File: config.mk
export PLATFORM = sky130hd
export DESIGN_NAME = mac_dot_stream_flat
export DESIGN_NICKNAME = d
export VERILOG_FILES = /design/src/rtl/mac_pkg.sv /design/src/rtl/mac_dot_stream_if.sv /design/src/rtl/mac_lane_mult.sv /design/src/rtl/mac_dot_stream.sv /design/src/flat_wrapper.sv
export SDC_FILE = /design/constraint.sdc
export NUM_CORES = 2
export LEC_CHECK = 0
export ABC_AREA = 0
export BUFFER_PORTS_ARGS = -buffer_cell sky130_fd_sc_hd__buf_2
export CAP_MARGIN = 5
export CORE_ASPECT_RATIO = 0.7
export CORE_MARGIN = 4
export CORE_UTILIZATION = 40
export CTS_CLUSTER_SIZE = 30
export DETAILED_ROUTE_END_ITERATION = 7
export PLACE_DENSITY = 0.63
export SLEW_MARGIN = 20
export SYNTH_ARGS = -nofsm -noshare
export SYNTH_HDL_FRONTEND = slang
export SYNTH_SLANG_ARGS = --single-unit
File: constraint.sdc
create_clock -name clk -period 12.25 [get_ports clk]
set_input_delay 2.45 -clock clk [delete_from_list [all_inputs] [get_ports clk]]
set_output_delay 2.45 -clock clk [all_outputs]
set_load 0.02 [all_outputs]
File: src/rtl/mac_pkg.sv
// Shared definitions for the mac_dot_stream dot-product engine: width helpers,
// the per-stage sideband record and saturation limits derived from ACC_W.
package mac_pkg;

  // Upper bound on ACC_W that the saturation-limit helpers can describe.
  localparam int MAX_ACC_W = 128;

  // Control that travels alongside each beat through the pipeline.
  typedef struct packed {
    logic valid;
    logic last;
    logic signed_mode;
  } side_t;

  // Full-precision width of one DATA_W x DATA_W product.
  function automatic int prod_w(input int data_w);
    return 2 * data_w;
  endfunction

  // Smallest accumulator that holds a lane sum without overflow.
  function automatic int min_acc_w(input int data_w, input int lanes);
    return 2 * data_w + $clog2(lanes);
  endfunction

  // Largest unsigned value: all ACC_W bits set.
  function automatic logic [MAX_ACC_W-1:0] sat_umax(input int acc_w);
    logic [MAX_ACC_W-1:0] r;
    r = '0;
    for (int i = 0; i < acc_w; i++) r[i] = 1'b1;
    return r;
  endfunction

  // Largest positive two's-complement value at ACC_W bits.
  function automatic logic [MAX_ACC_W-1:0] sat_smax(input int acc_w);
    logic [MAX_ACC_W-1:0] r;
    r = '0;
    for (int i = 0; i < acc_w - 1; i++) r[i] = 1'b1;
    return r;
  endfunction

  // Most negative two's-complement value at ACC_W bits.
  function automatic logic [MAX_ACC_W-1:0] sat_smin(input int acc_w);
    logic [MAX_ACC_W-1:0] r;
    r = '0;
    r[acc_w-1] = 1'b1;
    return r;
  endfunction

endpackage

File: src/rtl/mac_dot_stream_if.sv
// Beat input / result output bundle of mac_dot_stream. The master side is the
// producer of beats and consumer of results; the slave side is the engine.
interface mac_dot_stream_if #(
  parameter int DATA_W = 16,
  parameter int LANES  = 2,
  parameter int ACC_W  = 40,
  parameter int CNT_W  = 8
) ();

  logic                    clear;
  logic                    in_valid;
  logic                    in_ready;
  logic [LANES*DATA_W-1:0] in_a;
  logic [LANES*DATA_W-1:0] in_b;
  logic                    in_last;
  logic                    signed_mode;
  logic                    out_valid;
  logic                    out_ready;
  logic [ACC_W-1:0]        out_data;
  logic [CNT_W-1:0]        out_count;
  logic                    out_overflow;

  modport master (
    output clear, in_valid, in_a, in_b, in_last, signed_mode, out_ready,
    input  in_ready, out_valid, out_data, out_count, out_overflow
  );

  modport slave (
    input  clear, in_valid, in_a, in_b, in_last, signed_mode, out_ready,
    output in_ready, out_valid, out_data, out_count, out_overflow
  );

endinterface

File: src/rtl/mac_lane_mult.sv
// One operand lane: DATA_W x DATA_W multiply, signed or unsigned per beat,
// with a registered 2*DATA_W product that holds while en is low.
module mac_lane_mult #(
  parameter int DATA_W = 16
) (
  input  logic                clk,
  input  logic                rst,
  input  logic                en,
  input  logic [DATA_W-1:0]   a,
  input  logic [DATA_W-1:0]   b,
  input  logic                signed_mode,
  output logic [2*DATA_W-1:0] p
);

  logic [2*DATA_W-1:0] a_ext;
  logic [2*DATA_W-1:0] b_ext;
  logic [2*DATA_W-1:0] p_d;
  logic [2*DATA_W-1:0] p_q;

  // Extend both operands per mode, then keep the low 2*DATA_W product bits,
  // which are exact for either signedness.
  always_comb begin
    // NOTE: every always_comb output gets a default first so no path leaves it
    // unassigned, which would otherwise infer a latch.
    p_d   = p_q;
    a_ext = {{DATA_W{signed_mode & a[DATA_W-1]}}, a};
    b_ext = {{DATA_W{signed_mode & b[DATA_W-1]}}, b};
    if (en) p_d = a_ext * b_ext;
  end

  // Product register.
  always_ff @(posedge clk or posedge rst) begin
    // NOTE: sequential state uses non-blocking assignments so every flop
    // samples pre-edge values regardless of block ordering.
    if (rst) p_q <= '0;
    else     p_q <= p_d;
  end

  assign p = p_q;

endmodule

File: src/rtl/mac_dot_stream.sv
// Streaming dot-product engine: LANES products per beat, summed and
// accumulated over a vector terminated by in_last, result emitted through a
// valid/ready output with a saturating beat count and sticky overflow flag.
// Optional MAC_DOT_SATURATE_EN: clamp the accumulator on overflow instead of
// wrapping.
module mac_dot_stream
  import mac_pkg::*;
#(
  parameter int DATA_W = 16,
  parameter int LANES  = 2,
  parameter int ACC_W  = 40,
  parameter int CNT_W  = 8
) (
  input  logic              clk,
  input  logic              rst,
  mac_dot_stream_if.slave   bus
);

  localparam int PW = prod_w(DATA_W);

  if (ACC_W < min_acc_w(DATA_W, LANES)) begin : g_acc_w_check
    $error("mac_dot_stream: ACC_W must be at least 2*DATA_W + clog2(LANES)");
  end

`ifdef MAC_DOT_SATURATE_EN
  localparam logic [MAX_ACC_W-1:0] UMAX_W = sat_umax(ACC_W);
  localparam logic [MAX_ACC_W-1:0] SMAX_W = sat_smax(ACC_W);
  localparam logic [MAX_ACC_W-1:0] SMIN_W = sat_smin(ACC_W);
  localparam logic [ACC_W-1:0]     UMAX   = UMAX_W[ACC_W-1:0];
  localparam logic [ACC_W-1:0]     SMAX   = SMAX_W[ACC_W-1:0];
  localparam logic [ACC_W-1:0]     SMIN   = SMIN_W[ACC_W-1:0];
`endif

  side_t                   s1_d, s1_q, s2_d, s2_q, s3_d, s3_q;
  logic [LANES*DATA_W-1:0] a_d, a_q, b_d, b_q;
  logic [ACC_W-1:0]        sum_d, sum_q, acc_d, acc_q;
  logic [CNT_W-1:0]        cnt_d, cnt_q;
  logic                    ovf_d, ovf_q;
  logic                    out_valid_d, out_valid_q;
  logic [ACC_W-1:0]        out_data_d, out_data_q;
  logic [CNT_W-1:0]        out_count_d, out_count_q;
  logic                    out_ovf_d, out_ovf_q;

  logic [PW-1:0]           prod [LANES];
  logic                    stall;
  logic                    advance;
  logic [ACC_W-1:0]        lane_sum;
  logic [ACC_W:0]          wide_add;
  logic [ACC_W-1:0]        acc_next;
  logic                    ovf_now;
  logic [CNT_W-1:0]        cnt_inc;

  // A held result blocks the whole pipeline; clear also blocks acceptance.
  assign stall        = out_valid_q & ~bus.out_ready;
  assign advance      = ~stall & ~bus.clear;
  assign bus.in_ready = ~stall & ~bus.clear;

  // S2: one registered multiplier per lane, fed from the S1 operand registers.
  for (genvar l = 0; l < LANES; l++) begin : g_lane
    mac_lane_mult #(.DATA_W(DATA_W)) u_mult (
      .clk         (clk),
      .rst         (rst),
      .en          (advance),
      .a           (a_q[l*DATA_W +: DATA_W]),
      .b           (b_q[l*DATA_W +: DATA_W]),
      .signed_mode (s1_q.signed_mode),
      .p           (prod[l])
    );
  end

  // Lane sum at accumulator width, extended per the beat's own mode.
  always_comb begin
    lane_sum = '0;
    for (int l = 0; l < LANES; l++) begin
      if (s2_q.signed_mode) lane_sum = lane_sum + ACC_W'($signed(prod[l]));
      else                  lane_sum = lane_sum + ACC_W'(prod[l]);
    end
  end

  // Accumulator update, overflow detection and saturating beat count.
  always_comb begin
    wide_add = {1'b0, acc_q} + {1'b0, sum_q};
    if (s3_q.signed_mode)
      ovf_now = (acc_q[ACC_W-1] == sum_q[ACC_W-1]) &&
                (wide_add[ACC_W-1] != acc_q[ACC_W-1]);
    else
      ovf_now = wide_add[ACC_W];
`ifdef MAC_DOT_SATURATE_EN
    // Both addends share a sign on signed overflow, so acc's sign gives the
    // direction of the clamp.
    if (!ovf_now)              acc_next = wide_add[ACC_W-1:0];
    else if (!s3_q.signed_mode) acc_next = UMAX;
    else if (acc_q[ACC_W-1])   acc_next = SMIN;
    else                       acc_next = SMAX;
`else
    acc_next = wide_add[ACC_W-1:0];
`endif
    cnt_inc = (&cnt_q) ? cnt_q : cnt_q + CNT_W'(1);
  end

  // Next state for all pipeline, accumulator and output registers.
  always_comb begin
    s1_d        = s1_q;
    s2_d        = s2_q;
    s3_d        = s3_q;
    a_d         = a_q;
    b_d         = b_q;
    sum_d       = sum_q;
    acc_d       = acc_q;
    cnt_d       = cnt_q;
    ovf_d       = ovf_q;
    out_valid_d = out_valid_q;
    out_data_d  = out_data_q;
    out_count_d = out_count_q;
    out_ovf_d   = out_ovf_q;
    if (bus.clear) begin
      s1_d.valid  = 1'b0;
      s2_d.valid  = 1'b0;
      s3_d.valid  = 1'b0;
      acc_d       = '0;
      cnt_d       = '0;
      ovf_d       = 1'b0;
      out_valid_d = 1'b0;
    end else if (advance) begin
      s1_d  = '{valid: bus.in_valid, last: bus.in_last, signed_mode: bus.signed_mode};
      a_d   = bus.in_a;
      b_d   = bus.in_b;
      s2_d  = s1_q;
      s3_d  = s2_q;
      sum_d = lane_sum;
      // Not stalled, so any presented result is consumed this edge.
      out_valid_d = 1'b0;
      if (s3_q.valid) begin
        if (s3_q.last) begin
          out_valid_d = 1'b1;
          out_data_d  = acc_next;
          out_count_d = cnt_inc;
          out_ovf_d   = ovf_q | ovf_now;
          acc_d       = '0;
          cnt_d       = '0;
          ovf_d       = 1'b0;
        end else begin
          acc_d = acc_next;
          cnt_d = cnt_inc;
          ovf_d = ovf_q | ovf_now;
        end
      end
    end
  end

  // State registers.
  always_ff @(posedge clk or posedge rst) begin
    if (rst) begin
      s1_q        <= '0;
      s2_q        <= '0;
      s3_q        <= '0;
      a_q         <= '0;
      b_q         <= '0;
      sum_q       <= '0;
      acc_q       <= '0;
      cnt_q       <= '0;
      ovf_q       <= 1'b0;
      out_valid_q <= 1'b0;
      out_data_q  <= '0;
      out_count_q <= '0;
      out_ovf_q   <= 1'b0;
    end else begin
      s1_q        <= s1_d;
      s2_q        <= s2_d;
      s3_q        <= s3_d;
      a_q         <= a_d;
      b_q         <= b_d;
      sum_q       <= sum_d;
      acc_q       <= acc_d;
      cnt_q       <= cnt_d;
      ovf_q       <= ovf_d;
      out_valid_q <= out_valid_d;
      out_data_q  <= out_data_d;
      out_count_q <= out_count_d;
      out_ovf_q   <= out_ovf_d;
    end
  end

  assign bus.out_valid    = out_valid_q;
  assign bus.out_data     = out_data_q;
  assign bus.out_count    = out_count_q;
  assign bus.out_overflow = out_ovf_q;

endmodule
File: src/flat_wrapper.sv
// flat-port wrapper written by rule: the top's interface ports become plain ports
module mac_dot_stream_flat import mac_pkg::*;
#(
  parameter int DATA_W = 16,
  parameter int LANES  = 2,
  parameter int ACC_W  = 40,
  parameter int CNT_W  = 8
)
  (clk, rst, bus_clear, bus_in_valid, bus_in_a, bus_in_b, bus_in_last, bus_signed_mode, bus_out_ready, bus_in_ready, bus_out_valid, bus_out_data, bus_out_count, bus_out_overflow);
  mac_dot_stream_if #(.DATA_W(DATA_W), .LANES(LANES), .ACC_W(ACC_W), .CNT_W(CNT_W)) bus_i ();
  input  logic clk;
  input  logic rst;
  input wire logic [$bits(bus_i.clear)-1:0] bus_clear;
  input wire logic [$bits(bus_i.in_valid)-1:0] bus_in_valid;
  input wire logic [$bits(bus_i.in_a)-1:0] bus_in_a;
  input wire logic [$bits(bus_i.in_b)-1:0] bus_in_b;
  input wire logic [$bits(bus_i.in_last)-1:0] bus_in_last;
  input wire logic [$bits(bus_i.signed_mode)-1:0] bus_signed_mode;
  input wire logic [$bits(bus_i.out_ready)-1:0] bus_out_ready;
  output wire logic [$bits(bus_i.in_ready)-1:0] bus_in_ready;
  output wire logic [$bits(bus_i.out_valid)-1:0] bus_out_valid;
  output wire logic [$bits(bus_i.out_data)-1:0] bus_out_data;
  output wire logic [$bits(bus_i.out_count)-1:0] bus_out_count;
  output wire logic [$bits(bus_i.out_overflow)-1:0] bus_out_overflow;
  assign bus_i.clear = bus_clear;
  assign bus_i.in_valid = bus_in_valid;
  assign bus_i.in_a = bus_in_a;
  assign bus_i.in_b = bus_in_b;
  assign bus_i.in_last = bus_in_last;
  assign bus_i.signed_mode = bus_signed_mode;
  assign bus_i.out_ready = bus_out_ready;
  assign bus_in_ready = bus_i.in_ready;
  assign bus_out_valid = bus_i.out_valid;
  assign bus_out_data = bus_i.out_data;
  assign bus_out_count = bus_i.out_count;
  assign bus_out_overflow = bus_i.out_overflow;
  mac_dot_stream #(.DATA_W(DATA_W), .LANES(LANES), .ACC_W(ACC_W), .CNT_W(CNT_W)) u_core (.clk(clk), .rst(rst), .bus(bus_i));
endmodule
== Yosys cells after proc, flatten, opt, wreduce, memory -nomap -nowiden ==
Cells that the tools add are included.

* Flip-flop bits (word level): 276
* Bits of input ports: 71
* Output and inout port bits: 51
* Word-level logic and storage cells: 72

* Add/sub/neg operators: 4
* Multiply operators: 2
* Equal/unequal tests: 2
* Mux-type cells: 26
* Bitwise operators: 10
* Reductions and logical operators: 7

{| class="wikitable"
|+ Operators by type and width
! operator !! number
|-
| 2-to-1 mux 40 bit || 6
|-
| multiplier 17 x 17 -> 32 bit || 2
|-
| adder 40 x 40 -> 41 bit || 1
|-
| adder 40 x 32 -> 40 bit || 1
|-
| adder 40 bit || 1
|-
| 2-to-1 mux 8 bit || 5
|-
| 2-to-1 mux 1 bit || 12
|-
| 2-to-1 mux 3 bit || 3
|-
| adder 8 x 1 -> 8 bit (second input constant) || 1
|-
| AND reduction 8 bit || 1
|-
| bitwise AND 1 bit || 6
|-
| AND reduction 2 bit || 2
|-
| AND reduction 4 bit || 1
|-
| nonzero test 2 bit || 2
|-
| inverter 1 bit || 3
|-
| == test 1 bit || 1
|-
| logical AND 1 bit || 1
|-
| != test 1 bit || 1
|-
| bitwise OR 1 bit || 1
|}

== Logic depth before layout (Yosys ltp) ==
* Word-level depth: 9
* Mapped depth: 27
* Depth with buffers taken out: 25

== Hierarchy ==
A second synthesis with hierarchy kept.

* Cell total of the unflattened synthesis: 3892
* Area total of the unflattened synthesis: 35679.2 um^2

{| class="wikitable"
|+ By module, submodules not included
! module !! times used !! cells an instance !! area an instance (um^2) !! seq. area each (um^2)
|-
| mac_dot_stream || 1 || 1365 || 12161.7 || 5305.1
|-
| mac_lane_mult (u_core.g_lane[0].u_mult) || 1 || 1281 || 11836.4 || 800.8
|-
| mac_lane_mult (u_core.g_lane[1].u_mult) || 1 || 1246 || 11681.2 || 800.8
|}

== Worst setup path after synthesis ==
OpenSTA, ideal clock, no wires.

* Path kind: reg-to-reg
* Start point: register u_core.s1_q[0] (netlist bit)
* End point: register u_core.g_lane[1].u_mult.p_q[30]
* Library setup time: 0.146 ns
* Data arrival time: 6.148 ns
* Data required time: 12.104 ns
* Slack: 5.956 ns
* Stages on the path, launching flop included: 25
* Buffers on the path: 2
* Period minus slack after synthesis: 6.294 ns
* Path through: dfrtp_1 -> and2_1 -> clkbuf_1 -> nand2_1 -> inv_1 -> fa_1 -> inv_1 -> fa_1 -> inv_1 -> fa_1 -> fa_1 -> fa_1 -> inv_1 -> fa_1 -> inv_1 -> ha_1 -> clkbuf_1 -> and3_1 -> a221o_1 -> a21oi_1 -> nand3_1 -> o31a_1 -> o41ai_2 -> mux2i_1 -> o311ai_0

* Cells in the longest elaborated chain, start to end: 2
* Elaborated cells on any way between the ends: 3
* Those cells by class: mul (1); bitwise (2)

{| class="wikitable"
|+ RTL lines
! element !! line !! source
|-
| from (decl) || mac_dot_stream.sv:34 || <nowiki>side_t s1_d, s1_q, s2_d, s2_q, s3_d, s3_q;</nowiki>
|-
| from (signal assigned) || mac_dot_stream.sv:154 || <nowiki>s1_q <= '0;</nowiki>
|-
| from (signal assigned) || mac_dot_stream.sv:168 || <nowiki>s1_q <= s1_d;</nowiki>
|-
| bitwise AND 1 bit, on equally long branches || mac_lane_mult.sv:26, mac_lane_mult.sv:27 ||
|-
| multiplier 17 x 17 -> 32 bit (*) || mac_lane_mult.sv:28 || <nowiki>if (en) p_d = a_ext * b_ext;</nowiki>
|-
| to (signal assigned) || mac_lane_mult.sv:36 || <nowiki>else p_q <= p_d;</nowiki>
|-
| to (decl) || mac_lane_mult.sv:18 || <nowiki>logic [2*DATA_W-1:0] p_q;</nowiki>
|}

Mark *: on every way between the ends. The rest lies on a longest branch, timed or not.
A chain may end at the register's enable or synchronous reset.

== Worst setup path after layout ==
* Start point: register u_core.a_q[15]
* End point: register u_core.g_lane[0].u_mult.p_q[30]

* Cells in the longest elaborated chain, start to end: 2

{| class="wikitable"
|+ RTL lines
! element !! line !! source
|-
| from (decl) || mac_dot_stream.sv:35 || <nowiki>logic [LANES*DATA_W-1:0] a_d, a_q, b_d, b_q;</nowiki>
|-
| from (signal assigned) || mac_dot_stream.sv:157 || <nowiki>a_q <= '0;</nowiki>
|-
| from (signal assigned) || mac_dot_stream.sv:171 || <nowiki>a_q <= a_d;</nowiki>
|-
| bitwise AND 1 bit || mac_lane_mult.sv:26 || <nowiki>a_ext = {{DATA_W{signed_mode & a[DATA_W-1]}}, a};</nowiki>
|-
| multiplier 17 x 17 -> 32 bit (*) || mac_lane_mult.sv:28 ||
|-
| to (signal assigned) || mac_lane_mult.sv:36 ||
|-
| to (decl) || mac_lane_mult.sv:18 ||
|}

Marks and branches as above.

==> run summary <==
The antenna diode count is 0. The via count normalized by instance count is between 5 and 6. The root buffer cell is clkbuf_16. The remaining global-route overflow is 0.

The number of top-level pins is 122. The largest net degree at the start of global routing came out at between 200 and 250. The setup check on the worst reg-to-reg path leaves a slack of 4800 ps.

The clock slew at the register clock pins of the worst setup and hold paths came out at around 60 ps. The number of antenna-violating nets in the routed design came out at 0. The worst-case clock skew is 29.0 ps.

The run finished with clean final reports. The vertical die dimension is 255 um. The final route contains 25100 vias. The post-synthesis sequential area ratio came out at 0.199. The data arrival time at the worst-slack endpoint is 7840 ps.

The die area came out at 91800 um2. The wire length of the first global-routing pass is 140 mm. Setup repair after global routing left no endpoint under its margin. The net count of the mapped netlist is 4654. Subtracting the final worst setup slack from the clock period gives 7450 ps.

The multiplexer share of the synthesized area is 0.0150. The setup total negative slack is 0 ps. The category of the worst setup path launch point is a register. The number of levels the H-tree was split into is 2. The HPWL after detailed placement came out at 64.9 mm. After detailed routing, the number of remaining DRC violations is 0. The final routed wire length divided by cell count came out at around 17 um. The synthesized instance count came out at between 3000 and 4000. The starting density of the core is 0.404. Synthesis inferred 276 register bits. By count the netlist is led by 685 x nand2_1, 643 x inv_1, 566 x fa_1.

The simple logic cell fraction of the synthesized area came out at 0.159. The number of maximum-capacitance constraint violations came out at 0. The critical path in this run is classified as reg2reg. The total setup violations reported at the end of the flow is 0. The cell area that synthesis handed to floorplanning was approximately 35000 um2.

By area, the combinational part of the netlist is dominated by adder cells. The fill cell instance count of the final layout came out at 8342. The post-synthesis to final-layout area growth is 7.91%. The post-synthesis adder-cell area fraction came out at 0.412. The die is 360 um wide. Of the cells placed in the final design, the portion with a size suffix greater than 1 is 0.0688.

The number of rows in the core area came out at 90. The number of instances resized during post-cts repair is 0. Sorting the synthesized cells by area gives the leading types as fa_1 33%, dfrtp_1 20%, ha_1 8.6%, nand2_1 7.4%, inv_1 6.9%.

The warning count from the yosys run came out at 0. The total core area is 86100 um2. The total routing usage reported by global routing came out at 0.187.

In this run the worst hold path is classified as reg2reg. The distinct cell type count after synthesis is 76. In this run, post-CTS hold repair placed 0 buffers. The total wire length came out at 83.3 mm. TritonCTS built the clock tree. The maximum clock rate is 134 MHz. Among all cell types in the netlist, the one instantiated most often is nand2_1. The clock sink count is 276. The required time of the critical path came out at 12630 ps. The detailed router finished its first iteration with 1502 violations. The most used flip-flop cell after synthesis is dfrtp_1. The clock latency on the worst-skew pair is approximately 570 ps. The post-route fraction of the period consumed by the critical path is 0.608.

The number of antenna violations at the first check in global routing came out at 2. The XOR/XNOR share of the synthesized area is 0.0355. The count of port buffers added during placement came out at ~120.

The number of synthesized flops with an enable pin is 0. STA classifies the critical path endpoint as a register. The final count of hold timing violations came out at 0. In this run, CTS created clock tree buffers numbering 34. Of all cell types, the one taking the most synthesized area is fa_1. The relative max-transition margin is 0.270. The number of nets in the layout is 4660.

The fraction of post-synthesis cell area in the top cell type by area came out at 0.326. In this run the mean area of a mapped cell was between 9 and 10 um2. The clock tree buffer depth came out at 3. The largest fanout on the critical path is 26. For this run, the detailed router's first-pass iteration total came to 5. The compound-cell area share of the yosys netlist is 0.0928.

The number of global-route vias before repair is around 26000. The max-slew violation count came out at 0. For this run, asynchronously set or reset flops after synthesis account for 1.00. The total setup buffers inserted after CTS is 0. The last weighted congestion value of the routability-driven placer is 0.865. The transition time of the tightest slew-check pin is 1070 ps.
## final cells by class
| class | instances | area, um2 | share of cell area |
|---|---|---|---|
| multi-input cells | 2697 | 24900 | 0.663 |
| flip-flops and latches | 276 | 6910 | 0.184 |
| inverters | 643 | 2420 | 0.0646 |
| well taps | 1150 | 1440 | 0.0383 |
| clock buffers | 49 | 1010 | 0.0269 |
| repair buffers | 133 | 724 | 0.0193 |
| clock inverters | 10 | 151 | 0.00403 |
## cell usage in the layout, fill, tap and decap left out, types with 40 or more instances in the layout
cell type	Yosys	routed
a22o_1	43	43
inv_1	643	641
mux2_2	40	40
and2_1	255	255
o21ai_0	160	160
buf_2	1	121
xor2_1	54	54
ha_1	238	238
nor2_1	101	100
a21o_1	49	49
a21oi_1	101	100
xnor2_1	87	87
dfrtp_1	276	276
nand2_1	685	685
fa_1	566	566
## worst max-delay path, stage by stage, from the launching register on
cell,delay [ps]
dfrtp_1,800
and2_1,410
nand2_1,150
inv_1,170
fa_1,490
inv_1,230
fa_1,470
inv_1,90
fa_1,440
fa_1,520
fa_1,490
inv_1,50
fa_1,470
inv_1,40
ha_1,390
nand4_1,250
a2111oi_0,900
o211ai_1,320
o21ai_0,270
a21oi_1,110
xor2_1,140
o21ai_0,90
## cell families (layout without fill, tap and decap cells)
logic type | Yosys count | after routing
compound gates | 500 | 500
xor+xnor | 141 | 141
fa+ha+maj | 804 | 804
mux | 47 | 47
flops | 276 | 276
simple gates | 1205 | 1205
buf+inv | 806 | 835
## routing by layer
| metal | track usage | share of wire |
|---|---|---|
| met3 | 0.0233 | 0.058 |
| met2 | 0.293 | 0.45 |
| met1 | 0.282 | 0.48 |
| met4 | 0.0348 | 0.015 |
| met5 | 0 | 0.00016 |
## registers in the layout, summed over array words and instances (netlist names)
name,cells
u_core.acc_q,40
u_core.s2_q,3
u_core.b_q,32
u_core.bus.out_overflow,1
u_core.cnt_q,8
u_core.s1_q,3
u_core.g_lane.u_mult.p,64
u_core.ovf_q,1
u_core.bus.out_data,40
u_core.s3_q,3
u_core.sum_q,40
u_core.a_q,32
u_core.bus.out_count,8
u_core.bus.out_valid,1
## path summary, 6_finish.rpt
| kind | cells after the start | endpoint | startpoint |
|---|---|---|---|
| max in group asynchronous | 4 | u_core.a_q[12]$_DFFE_PP0P_ | rst |
| worst max register to register | 21 | u_core.g_lane[0].u_mult.p[30]$_DFFE_PP0P_ | u_core.a_q[15]$_DFFE_PP0P_ |
| min in group asynchronous | 2 | u_core.bus.out_count[1]$_DFFE_PP0P_ | rst |
| worst min-delay path | 2 | u_core.sum_q[33]$_DFFE_PP0P_ | u_core.sum_q[33]$_DFFE_PP0P_ |
| worst min register to register | 2 | u_core.sum_q[33]$_DFFE_PP0P_ | u_core.sum_q[33]$_DFFE_PP0P_ |
| worst max-delay path | 21 | u_core.g_lane[0].u_mult.p[30]$_DFFE_PP0P_ | u_core.a_q[15]$_DFFE_PP0P_ |
## per-stage QoR
stage               hold WS (ps)  instances  utilization  setup WS (ps)  cell area, um2
detailed placement           461       4899        0.422           4960           36400
global placement             458       4898        0.422           5090           36300
CTS                          472       4958        0.436           4920           37500
finish                       468       4958        0.436           4800           37500
global route                 476       4958        0.436           4460           37500
floorplan                    439       3779            -           2190           34800
Power is not shown: default switching activity piles up to over one toggle a cycle in this logic, so the estimate is an artifact.
